--- src/rtl/alu_result_buffer_pkg.sv ---
// Shared types and constants for the ALU result buffer.
// result_entry_t is one buffered ALU result as it waits for writeback.
package alu_result_buffer_pkg;

    localparam int unsigned DEF_WIDTH = 64;
    localparam int unsigned DEF_RA_W  = 5;
    localparam int unsigned XZR_ADDR  = 31;

    typedef struct packed {
        logic [DEF_WIDTH-1:0] data;
        logic                 cout;
        logic [DEF_RA_W-1:0]  rd;
    } result_entry_t;

endpackage

--- src/rtl/alu_result_buffer.sv ---
// FIFO of ALU results awaiting writeback, with youngest-match operand forwarding.
// Writes to XZR complete the handshake but are dropped instead of stored.
module alu_result_buffer
    import alu_result_buffer_pkg::*;
#(
    parameter int unsigned DEPTH = 4,
    parameter int unsigned WIDTH = DEF_WIDTH,
    parameter int unsigned RA_W  = DEF_RA_W
) (
    input  logic                       clk,
    input  logic                       rst,
    input  logic                       in_valid,
    output logic                       in_ready,
    input  logic [WIDTH-1:0]           in_data,
    input  logic                       in_cout,
    input  logic [RA_W-1:0]            in_rd,
    output logic                       out_valid,
    input  logic                       out_ready,
    output logic [WIDTH-1:0]           out_data,
    output logic                       out_cout,
    output logic [RA_W-1:0]            out_rd,
    input  logic [RA_W-1:0]            fwd_rs,
    output logic                       fwd_hit,
    output logic [WIDTH-1:0]           fwd_data,
    output logic [$clog2(DEPTH):0]     count
);

    localparam int unsigned AW = $clog2(DEPTH);
    localparam int unsigned CW = AW + 1;

    result_entry_t   mem [DEPTH];
    logic [AW-1:0]   wr_ptr_q;
    logic [AW-1:0]   rd_ptr_q;
    logic [CW-1:0]   count_q;
    logic            push;
    logic            pop;
    result_entry_t   head;

    assign in_ready  = (count_q < CW'(DEPTH));
    assign out_valid = (count_q != '0);
    assign push      = in_valid && in_ready && (in_rd != RA_W'(XZR_ADDR));
    assign pop       = out_valid && out_ready;
    assign count     = count_q;
    assign head      = mem[rd_ptr_q];

    // Head fields are forced to zero when empty so stale storage never leaks out.
    assign out_data  = out_valid ? WIDTH'(head.data) : '0;
    assign out_cout  = out_valid ? head.cout         : 1'b0;
    assign out_rd    = out_valid ? RA_W'(head.rd)    : '0;

    always_ff @(posedge clk or posedge rst) begin
        if (rst) begin
            wr_ptr_q <= '0;
            rd_ptr_q <= '0;
            count_q  <= '0;
        end else begin
            if (push) wr_ptr_q <= wr_ptr_q + AW'(1);
            if (pop)  rd_ptr_q <= rd_ptr_q + AW'(1);
            case ({push, pop})
                2'b10:   count_q <= count_q + CW'(1);
                2'b01:   count_q <= count_q - CW'(1);
                default: count_q <= count_q;
            endcase
        end
    end

    // Storage is not reset; occupancy is tracked solely by pointers and count.
    always_ff @(posedge clk) begin
        if (push) begin
            mem[wr_ptr_q] <= '{data: DEF_WIDTH'(in_data),
                               cout: in_cout,
                               rd:   DEF_RA_W'(in_rd)};
        end
    end

    // Walk entries oldest to youngest so the last match wins; the entry being
    // pushed this cycle is not yet in storage and so never matches.
    always_comb begin
        logic [AW-1:0] idx;
        fwd_hit  = 1'b0;
        fwd_data = '0;
        idx      = '0;
        for (int unsigned k = 0; k < DEPTH; k++) begin
            idx = rd_ptr_q + AW'(k);
            if ((CW'(k) < count_q) && (RA_W'(mem[idx].rd) == fwd_rs) &&
                (fwd_rs != RA_W'(XZR_ADDR))) begin
                fwd_hit  = 1'b1;
                fwd_data = WIDTH'(mem[idx].data);
            end
        end
    end

endmodule

--- config.mk ---
export PLATFORM = sky130hd
export DESIGN_NAME = alu_result_buffer
export DESIGN_NICKNAME = d
export VERILOG_FILES = /design/src/rtl/alu_result_buffer_pkg.sv /design/src/rtl/alu_result_buffer.sv
export SDC_FILE = /design/constraint.sdc
export NUM_CORES = 1
export LEC_CHECK = 0
export ABC_AREA = 1
export BUFFER_PORTS_ARGS = -buffer_cell sky130_fd_sc_hd__buf_2
export CAP_MARGIN = 25
export CORE_UTILIZATION = 41
export CTS_CLUSTER_DIAMETER = 150
export DETAILED_ROUTE_END_ITERATION = 6
export PLACE_DENSITY = 0.71
export SETUP_SLACK_MARGIN = 0.05
export SLEW_MARGIN = 10
export SYNTH_ARGS = -nofsm -noshare
export SYNTH_HDL_FRONTEND = slang
export SYNTH_SLANG_ARGS = --single-unit
--- constraint.sdc ---
create_clock -name clk -period 3.9 [get_ports clk]
set_input_delay 0.39 -clock clk [delete_from_list [all_inputs] [get_ports clk]]
set_output_delay 0.39 -clock clk [all_outputs]
set_load 0.02 [all_outputs]
==> results of run 1 <==
area by class of cell:
type	count	area [µm²]	share of cell area, %
Tap cell	585	732	3.49
Clock inverter	20	285	1.36
Inverter	95	369	1.76
Multi-Input combinational cell	1703	8440	40.2
Sequential cell	287	8590	40.9
Timing Repair Buffer	258	1640	7.80
Antenna cell	7	17.5	0.0834
Clock buffer	44	931	4.43
flip-flops by register name, summed over array words and instances, names as in the netlist:
| signal | count |
|---|---|
| count | 3 |
| mem | 280 |
| rd_ptr_q | 2 |
| wr_ptr_q | 2 |
layout by cell type, fill, tap and decap left out, types with 4 or more instances in the layout:
cell       instances
buf_12            15
nor2_1           275
edfxtp_1         280
clkbuf_16         37
mux2i_1          128
o21ai_0          260
bufinv_16          6
nand3_1          105
diode_2            7
nand4_1           65
inv_1             92
o21ai_1           70
o211ai_1          67
buf_2            218
clkbuf_1           8
clkinv_2           6
nand2_1          686
buf_8              4
dfrtp_1            6
nor2_4             9
ha_1               9
buf_4             17
xor2_1             6
a21oi_1            5
stage by stage:
stage | util, % | cell area (µm²) | cells | hold WS, ps
after floorplan | - | 18200 | 2263 | 193
final | 48.4 | 21000 | 2999 | 48.3
after global placement | 45.2 | 19600 | 2921 | 339
after CTS | 48.1 | 20800 | 2986 | 13.6
after detailed placement | 45.2 | 19600 | 2921 | 348
after global routing | 48.4 | 21000 | 2997 | 25.9
cell families (layout without fill, tap and decap cells):
logic type	after synthesis	count (layout)	synth area share [%]
xor+xnor	8	8	0.386
compound gates	405	405	12.1
mux	128	128	7.05
simple gates	1152	1153	25.5
other cells	0	7	0
buf+inv	274	417	7.03
fa+ha+maj	9	9	0.620
flops	287	287	47.3
worst paths after layout:
kind / endpoint / slack, ps
min in group asynchronous: wr_ptr_q[0] / 340
worst max register to register: mem[1][22] / 1850
max in group asynchronous: rd_ptr_q[0] / 3300
worst min register to register: count[2] / 580
worst max-delay path: fwd_data[52] / 250
worst min-delay path: mem[1][29] / 50
worst max-delay path: cells and delay by family, from the launching register on:
family | cells | cell delay [ps]
AND/OR/NAND/NOR | 10 | 1150
buffers and inverters | 4 | 840
flip-flops | 1 | 590
AO/OA/AOI/OAI | 1 | 80
per-layer routing:
layer / global-route usage (%) / wire length (µm) / share of wire [%]
met5: 0 / 28 / 0.052
met4: 12.4 / 1770 / 3.3
met3: 3.49 / 3830 / 7.2
met1: 28.2 / 21700 / 41
met2: 39.0 / 26200 / 49
cells in the mapped netlist (all sizes together):
cell type and instances:
nand2 689, o21ai 330, nor2 286, edfxtp 280, mux2i 128, buf 116
nand3 108, inv 94, o211ai 67, nand4 65, clkbuf 63, ha 9
dfrtp 7, xor2 6, a21oi 5, or2 3, a31oi 2, xnor2 2
and3 1, clkinv 1, o21a 1
power groups by stage:
stage	clock [mW]	sequential, mW	combinational (mW)
after floorplan	0	4.14	7.89
after global placement	0	4.16	10.7
after detailed placement	0	4.18	11.0
after CTS	3.49	4.12	11.0
after global routing	3.60	4.16	12.3
final	3.42	4.12	11.3
repair_timing:
action | 4_1_cts | 5_1_grt
setup endpoints to repair | 65 | 65
pin swaps | 0 | 2
cloned | 0 | 2
hold buffers | 1 | 0
buffers inserted | 0 | 3
hold endpoints to repair | 7 | 0
gates resized for setup | 5 | 15
==> metrics.yaml, run 1 <==
status: "finished, final reports clean"
grt_pass1_vias: 15500
period_share_pct: 93.6
ys_warn_count: 0
fill_cells: 4090
design.die.area_um2: 45100
io_buffers: 218
cts_buffer_depth: 3
p_leak_nw: 9.10
h-tree-depth: 2
grt_usage_pct: 23.0
p_sw_mw: 9.56
wl_um: 53500
fin_crit_ps: 3650
finalHoldViolCount: 0
critPathLaunch: "rd_ptr_q[0]"
internal-power_mw: 9.26
rsz0062_at_grt: "no"
syn_nets: 2351
top_level_ports: 219
slew_viol_final: 0
ir_drop_mv: 0.704
cp.required_ps: 3510
initial_utilization_pct: 41.9
ant_nets: 0
syn_to_final_growth_pct: 15.6
cp.arrival_ps: 3260
hold_path.class: "in2reg"
grt_pass1_wl_um: 81100
fmax_mhz: 274
cts_sinks: 287
p_clk_share_pct: 18.2
syn_area_um2: 18200
postSynthAreaPerCell_um2: 8.03
drtPass1Iterations: 6
worst-path-max-fanout: 41
grt_max_degree: 165
wire_per_inst_um: 17.8
drc_errors: 0
critPathCaptureType: "primary output"
cpPeakStageDelay_ps: 590
pwr_density_cell_nw_per_um2: 896
yosysTopAreaCellShare_pct: 46.3
slew_headroom_pct: 37.3
final_nets: 2468
crit_slowest_cell: "dfrtp_4"
hold_path_depth: 1
synth.top_cells.by_area: "edfxtp_1 46%, nand2_1 14%, o21ai_0 7.2%"
r2r_cells: 5
min-delay-start: "in_data[23]"
drv_cap: 0
clock_latency_ps: 550
die_w_um: 212
p_total_mw: 18.8
yosysUniqueCellTypes: 31
viasPerCell: 5.51
fin_setup_tns_ps: 0
switching_share_pct: 50.8
fp.dieH_um: 212
vias: 16500
dp_hpwl_um: 32300
root_buffer: "clkbuf_16"
ys_seq_elements: 287
finClkSkew_ps: 21.9
pwr-share-seq_pct: 21.9
pwr-share-comb_pct: 59.9
yosysSeqAreaShare_pct: 47.3
crit-reg2reg-launch: "count[2]"
critical_path.cell_chain: "inv_8, nand2_1, nand2_8, nand2_1, o211ai_1, nand2_1, nor2_1, nand2_1, nor2_4, buf_12, buf_8, nor2_1, nand2_1, nand2_1, buf_2"
tritoncts: "yes"
overflow: 0
fin_ws_ps: 248
antenna_found_initial: 8
yosys.area.top_type: "edfxtp_1"
numCtsBuffers: 35
initialDrtViolationCount: 1693
dp_slack_ps: 460
syn_inst: 2263
place_congestion: 0.896
drive_above_1_share_pct: 14.0
setup_violations: 0
clkSlewWorstSetupHoldPaths_ps: 60
crit_type: "reg2out"
rows: 76
core_area_um2: 43400
worst_pin_slew_ps: 940
cpMostUsedCell: "nand2_1"
startpoint_type: "flip-flop"
No activity file was read; power rests on OpenSTA's default activity.
==> inputs of run 2 (changes only) <==
ABC_AREA = default   (was 1)
CTS_CLUSTER_SIZE = 24   (was default)
==> run 2 against run 1 <==
Effect of this change:
- power fell by 23%
- via count fell by 21%
- area after synthesis fell by 7.3%
- combinational power fell by 23%
- critical path depth fell by 5
- worst hold slack improved by 37 ps
- die area fell by 7.2%
- final cell count fell by 29%
- critical endpoint is now fwd_data[4]
- largest cell class unchanged
- largest power group unchanged
- highest routed layer unchanged
==> metrics.yaml, run 2 <==
final_area_um2: 19400
stdcell_count: 2134
syn_area_um2: 16800
grt_pass1_wl_um: 68300
p_leak_nw: 7.22
status: "finished, final reports clean"
ir_drop_mv: 0.635
yosysSeqAreaShare_pct: 51.0
clkSlewWorstSetupHoldPaths_ps: 100
initialDrtViolationCount: 1281
rrSetupSlack_ps: 1400
tritoncts: "yes"
cp_top_family: "simple AND/OR/NAND/NOR gates"
synth-edff-count: 280
internal-power_mw: 7.92
yosysMostFrequentCell: "edfxtp_1"
cpPeakStageDelay_ps: 550
pwr-share-seq_pct: 28.3
yosysTopAreaCellShare_pct: 49.9
rsz0062_at_grt: "yes"
cp.arrival_ps: 3410
overflow: 0
reg2reg_to: "mem[1][44]"
grt_max_degree: 135
r2r_cells: 4
top_level_ports: 219
yosysUniqueCellTypes: 40
dp_slack_ps: 429
finalHoldViolCount: 0
startpoint_type: "flip-flop"
vias: 13000
fill_cells: 3476
worst-path-max-fanout: 8
pwr-share-comb_pct: 60.1
numCtsBuffers: 15
min-delay-start: "in_data[52]"
syn_nets: 1535
worst_pin_slew_ps: 936
finClkSkew_ps: 24.7
synth-main-ff-cell: "edfxtp_1"
drc_errors: 0
async_flop_share_pct: 2.44
io_buffers: 218
yosys.area.top_type: "edfxtp_1"
hold_path_depth: 1
root_buffer: "clkbuf_16"
syn_inst: 1447
final_cell_mix: "280 x edfxtp_1, 204 x mux2i_1, 192 x buf_2"
period_share_pct: 97.5
initial_utilization_pct: 42.0
synth.top_cells.by_area: "edfxtp_1 50%, mux2i_1 12%, mux2_2 4.3%"
die_w_um: 205
crit_type: "reg2out"
place_area_um2: 18300
critPathLaunch: "rd_ptr_q[0]"
regMostFlops: "mem"
final_common_cell: "edfxtp_1"
ant_nets: 0
core_area_um2: 40100
cts_sinks: 287
dp.cells: 2079
final_nets: 1688
slew_viol_final: 0
crit_slowest_cell: "mux4_2"
fin_ws_ps: 96.4
cpMostUsedCell: "buf_6"
synth_commonest_cells: "280 x edfxtp_1, 204 x mux2i_1, 132 x nor2_1"
place_congestion: 0.796
wl_um: 48200
pwr_density_cell_nw_per_um2: 745
drive_above_1_share_pct: 24.5
ys_warn_count: 0
path_buf_inv: 3
ys_seq_elements: 287
critical_path.cell_chain: "buf_6, mux4_2, xnor2_4, nor4_4, o2111ai_4, nand2_8, buf_6, nor2_1, o32a_1, buf_2"
critPathCaptureType: "primary output"
fmax_mhz: 263
slew_headroom_pct: 37.6
holdWs_ps: 85.0
switching_share_pct: 45.2
syn_to_final_growth_pct: 15.1
antenna_found_initial: 12
p_clk_share_pct: 11.6
clock_latency_ps: 510
viasPerCell: 6.09
crit-reg2reg-launch: "count[2]"
grt_usage_pct: 20.7
fp.dieH_um: 205
p_sw_mw: 6.53
p_total_mw: 14.4
final_util_pct: 48.3
largest_reg_flops: 280
min_delay_worst_endpoint: "mem[3][58]"
dp_hpwl_um: 27500
cp.required_ps: 3510
h-tree-depth: 1
grt_pass1_vias: 12700
drv_cap: 0
drtPass1Iterations: 5
design.die.area_um2: 41900
fin_crit_ps: 3800
setup_violations: 0
cts_buffer_depth: 3
fin_setup_tns_ps: 0
rows: 73
wire_per_inst_um: 22.6
postSynthAreaPerCell_um2: 11.6
hold_path.class: "in2reg"
run 2: worst max-delay path by stage:
| stage | endpoint | cells past startpoint |
|---|---|---|
| after floorplan | mem[0][0] | 4 |
| after global placement | fwd_data[27] | 9 |
| after detailed placement | fwd_data[27] | 9 |
| after CTS | fwd_data[27] | 9 |
| after global routing | fwd_data[20] | 10 |
| final | fwd_data[4] | 10 |
run 2: layer usage:
| metal | track usage [%] | up-vias | part of all wire, % |
|---|---|---|---|
| met5 | 0 | - | 0.16 |
| met4 | 7.36 | 12 | 2.6 |
| met3 | 3.26 | 96 | 7.5 |
| met2 | 35.7 | 572 | 49 |
| met1 | 26.0 | 6422 | 41 |
| li1 | - | 5887 | - |
run 2: layout make-up:
cell class,count,area (µm²),share of cell area [%]
repair buffers,272,1990,10.3
well taps,525,657,3.39
diodes,5,12.5,0.0645
clock buffers,21,398,2.05
flip-flops and latches,287,8590,44.3
multi-input cells,1012,7690,39.7
inverters,12,45.0,0.232
run 2: kinds of logic after synthesis:
group | synth area share, %
xor+xnor | 1.51
fa+ha+maj | 0.668
compound gates | 16.4
buf+inv | 4.38
flops | 51.0
simple gates | 7.92
mux | 18.1
run 2: power by group through the flow:
stage	registers [mW]	clock network (mW)	logic, mW
floorplan	4.09	0	6.13
global placement	4.19	0	7.88
detailed placement	4.22	0	8.06
CTS	4.08	1.72	8.26
global route	4.13	1.80	9.34
finish	4.09	1.68	8.68
run 2: repair_timing:
action	in CTS	in global routing
cloned	0	10
buffers inserted	10	8
gates resized for setup	3	75
endpoints found under the hold margin	7	0
hold buffers	1	0
pin swaps	0	23
setup endpoints to repair	64	64
==> inputs of run 3 (changes only) <==
CORE_UTILIZATION = 53   (was 41)
PLACE_DENSITY = 0.86   (was 0.71)
==> run 3 against run 2 <==
Effect of this change:
- wire length is 4.2% higher
- the run now ends with design-rule violations, negative setup slack left
- critical endpoint is now fwd_data[43]
- core utilization is 15 points higher
- register-to-register slack better by 20 ps
- clock skew is 6.4 ps lower
- cell area is 1.4% higher
- worst hold slack better by 4.5 ps
==> metrics.yaml, run 3 (synthesized netlist as in run 2, its figures left out) <==
status: "complete, but fails checks"
failed_checks: "design-rule violations, negative setup slack"
critical_path.cell_chain: "buf_6, buf_4, mux4_2, xnor2_1, o311ai_0, nor2_2, buf_4, nand2_8, clkbuf_16, nor2_2, o32a_1, buf_6"
place_congestion: 0.876
min_delay_worst_endpoint: "mem[1][56]"
drive_above_1_share_pct: 25.9
slew_viol_final: 0
setup_violations: 42
finalHoldViolCount: 0
top_level_ports: 219
syn_to_final_growth_pct: 16.7
critPathCaptureType: "primary output"
largest_reg_flops: 280
final_common_cell: "edfxtp_1"
final_util_pct: 63.6
fmax_mhz: 252
cp.required_ps: 3510
cp.arrival_ps: 3580
ant_nets: 0
p_leak_nw: 7.41
cp_top_family: "buffers and inverters"
hold_path_depth: 1
rrSetupSlack_ps: 1420
grt_pass1_wl_um: 70500
crit_slowest_cell: "dfrtp_4"
cts_buffer_depth: 3
rows: 64
p_total_mw: 14.9
startpoint_type: "flip-flop"
min-delay-start: "in_data[50]"
root_buffer: "clkbuf_16"
internal-power_mw: 8.12
grt_usage_pct: 27.2
period_share_pct: 102
drc_errors: 6
reg2reg_to: "mem[3][37]"
pwr-share-comb_pct: 61.3
worst_pin_slew_ps: 1190
cpPeakStageDelay_ps: 540
viasPerCell: 6.75
holdWs_ps: 89.4
path_buf_inv: 5
overflow: 0
finClkSkew_ps: 18.2
die_w_um: 180
hold_path.class: "in2reg"
design.die.area_um2: 32500
initialDrtViolationCount: 1356
cts_sinks: 287
fill_cells: 2250
crit-reg2reg-launch: "count[2]"
vias: 13600
initial_utilization_pct: 54.5
slew_headroom_pct: 20.5
fp.dieH_um: 180
fin_ws_ps: -66.9
p_clk_share_pct: 11.2
drv_cap: 0
fin_crit_ps: 3970
rsz0062_at_grt: "yes"
ir_drop_mv: 0.652
tritoncts: "yes"
final_cell_mix: "280 x edfxtp_1, 202 x mux2i_1, 178 x buf_2"
h-tree-depth: 1
crit_type: "reg2out"
grt_pass1_vias: 13200
final_nets: 1702
r2r_cells: 4
wl_um: 50200
pwr_density_cell_nw_per_um2: 757
clock_latency_ps: 500
worst-path-max-fanout: 7
pwr-share-seq_pct: 27.5
io_buffers: 218
grt_max_degree: 161
regMostFlops: "mem"
core_area_um2: 30900
switching_share_pct: 45.4
numCtsBuffers: 15
wire_per_inst_um: 24.9
dp_hpwl_um: 26800
antenna_found_initial: 13
drtPass1Iterations: 7
fin_setup_tns_ps: -1190
p_sw_mw: 6.76
clkSlewWorstSetupHoldPaths_ps: 100
run 3: how the worst max path moves through the flow:
stage / cells after the start / end / slack [ps] / startpoint
floorplan: 4 / mem[0][0] / 650 / count[2]
global placement: 10 / fwd_data[63] / 500 / rd_ptr_q[1]
detailed placement: 9 / fwd_data[42] / 380 / rd_ptr_q[1]
CTS: 9 / fwd_data[42] / 50 / rd_ptr_q[0]
global route: 12 / fwd_data[5] / -150 / rd_ptr_q[0]
finish: 12 / fwd_data[43] / -70 / rd_ptr_q[0]
run 3: layer usage:
layer	vias up	part of all wire, %	track usage, %
met5	-	0.13	0
met4	10	4.4	13.3
met3	169	10	5.34
met2	904	49	47.8
met1	6605	36	31.9
li1	5937	-	-
run 3: metrics by stage:
step,std cells,setup WS (ps),area [µm²]
after floorplan,1447,651,16800
after global placement,1952,498,18200
after detailed placement,1952,385,18200
after CTS,1984,53.3,18800
after global routing,2019,-149,19700
final,2020,-66.9,19700
run 3: power groups by stage:
stage,Combinational [mW],Sequential [mW],Clock (mW)
floorplan,6.13,4.09,0
global placement,7.84,4.18,0
detailed placement,8.07,4.21,0
CTS,8.30,4.09,1.69
global route,9.69,4.12,1.77
finish,9.12,4.09,1.67
run 3: final cells by class:
| cell class | instances | area [µm²] | area share, % |
|---|---|---|---|
| antenna | 7 | 17.5 | 0.0891 |
| clock buffer | 20 | 394 | 2.00 |
| inverter | 12 | 45.0 | 0.229 |
| multi-input combinational | 1013 | 7760 | 39.5 |
| sequential | 287 | 8590 | 43.7 |
| tap | 396 | 495 | 2.52 |
| timing repair buffer | 285 | 2360 | 12.0 |
run 3: timing repair:
item | CTS | global route
hold buffers | 1 | 0
cloned | 2 | 16
setup buffers | 9 | 11
pin swaps | 0 | 55
endpoints found under the setup margin | 64 | 64
gates resized for setup | 7 | 114
hold endpoints to repair | 7 | 0
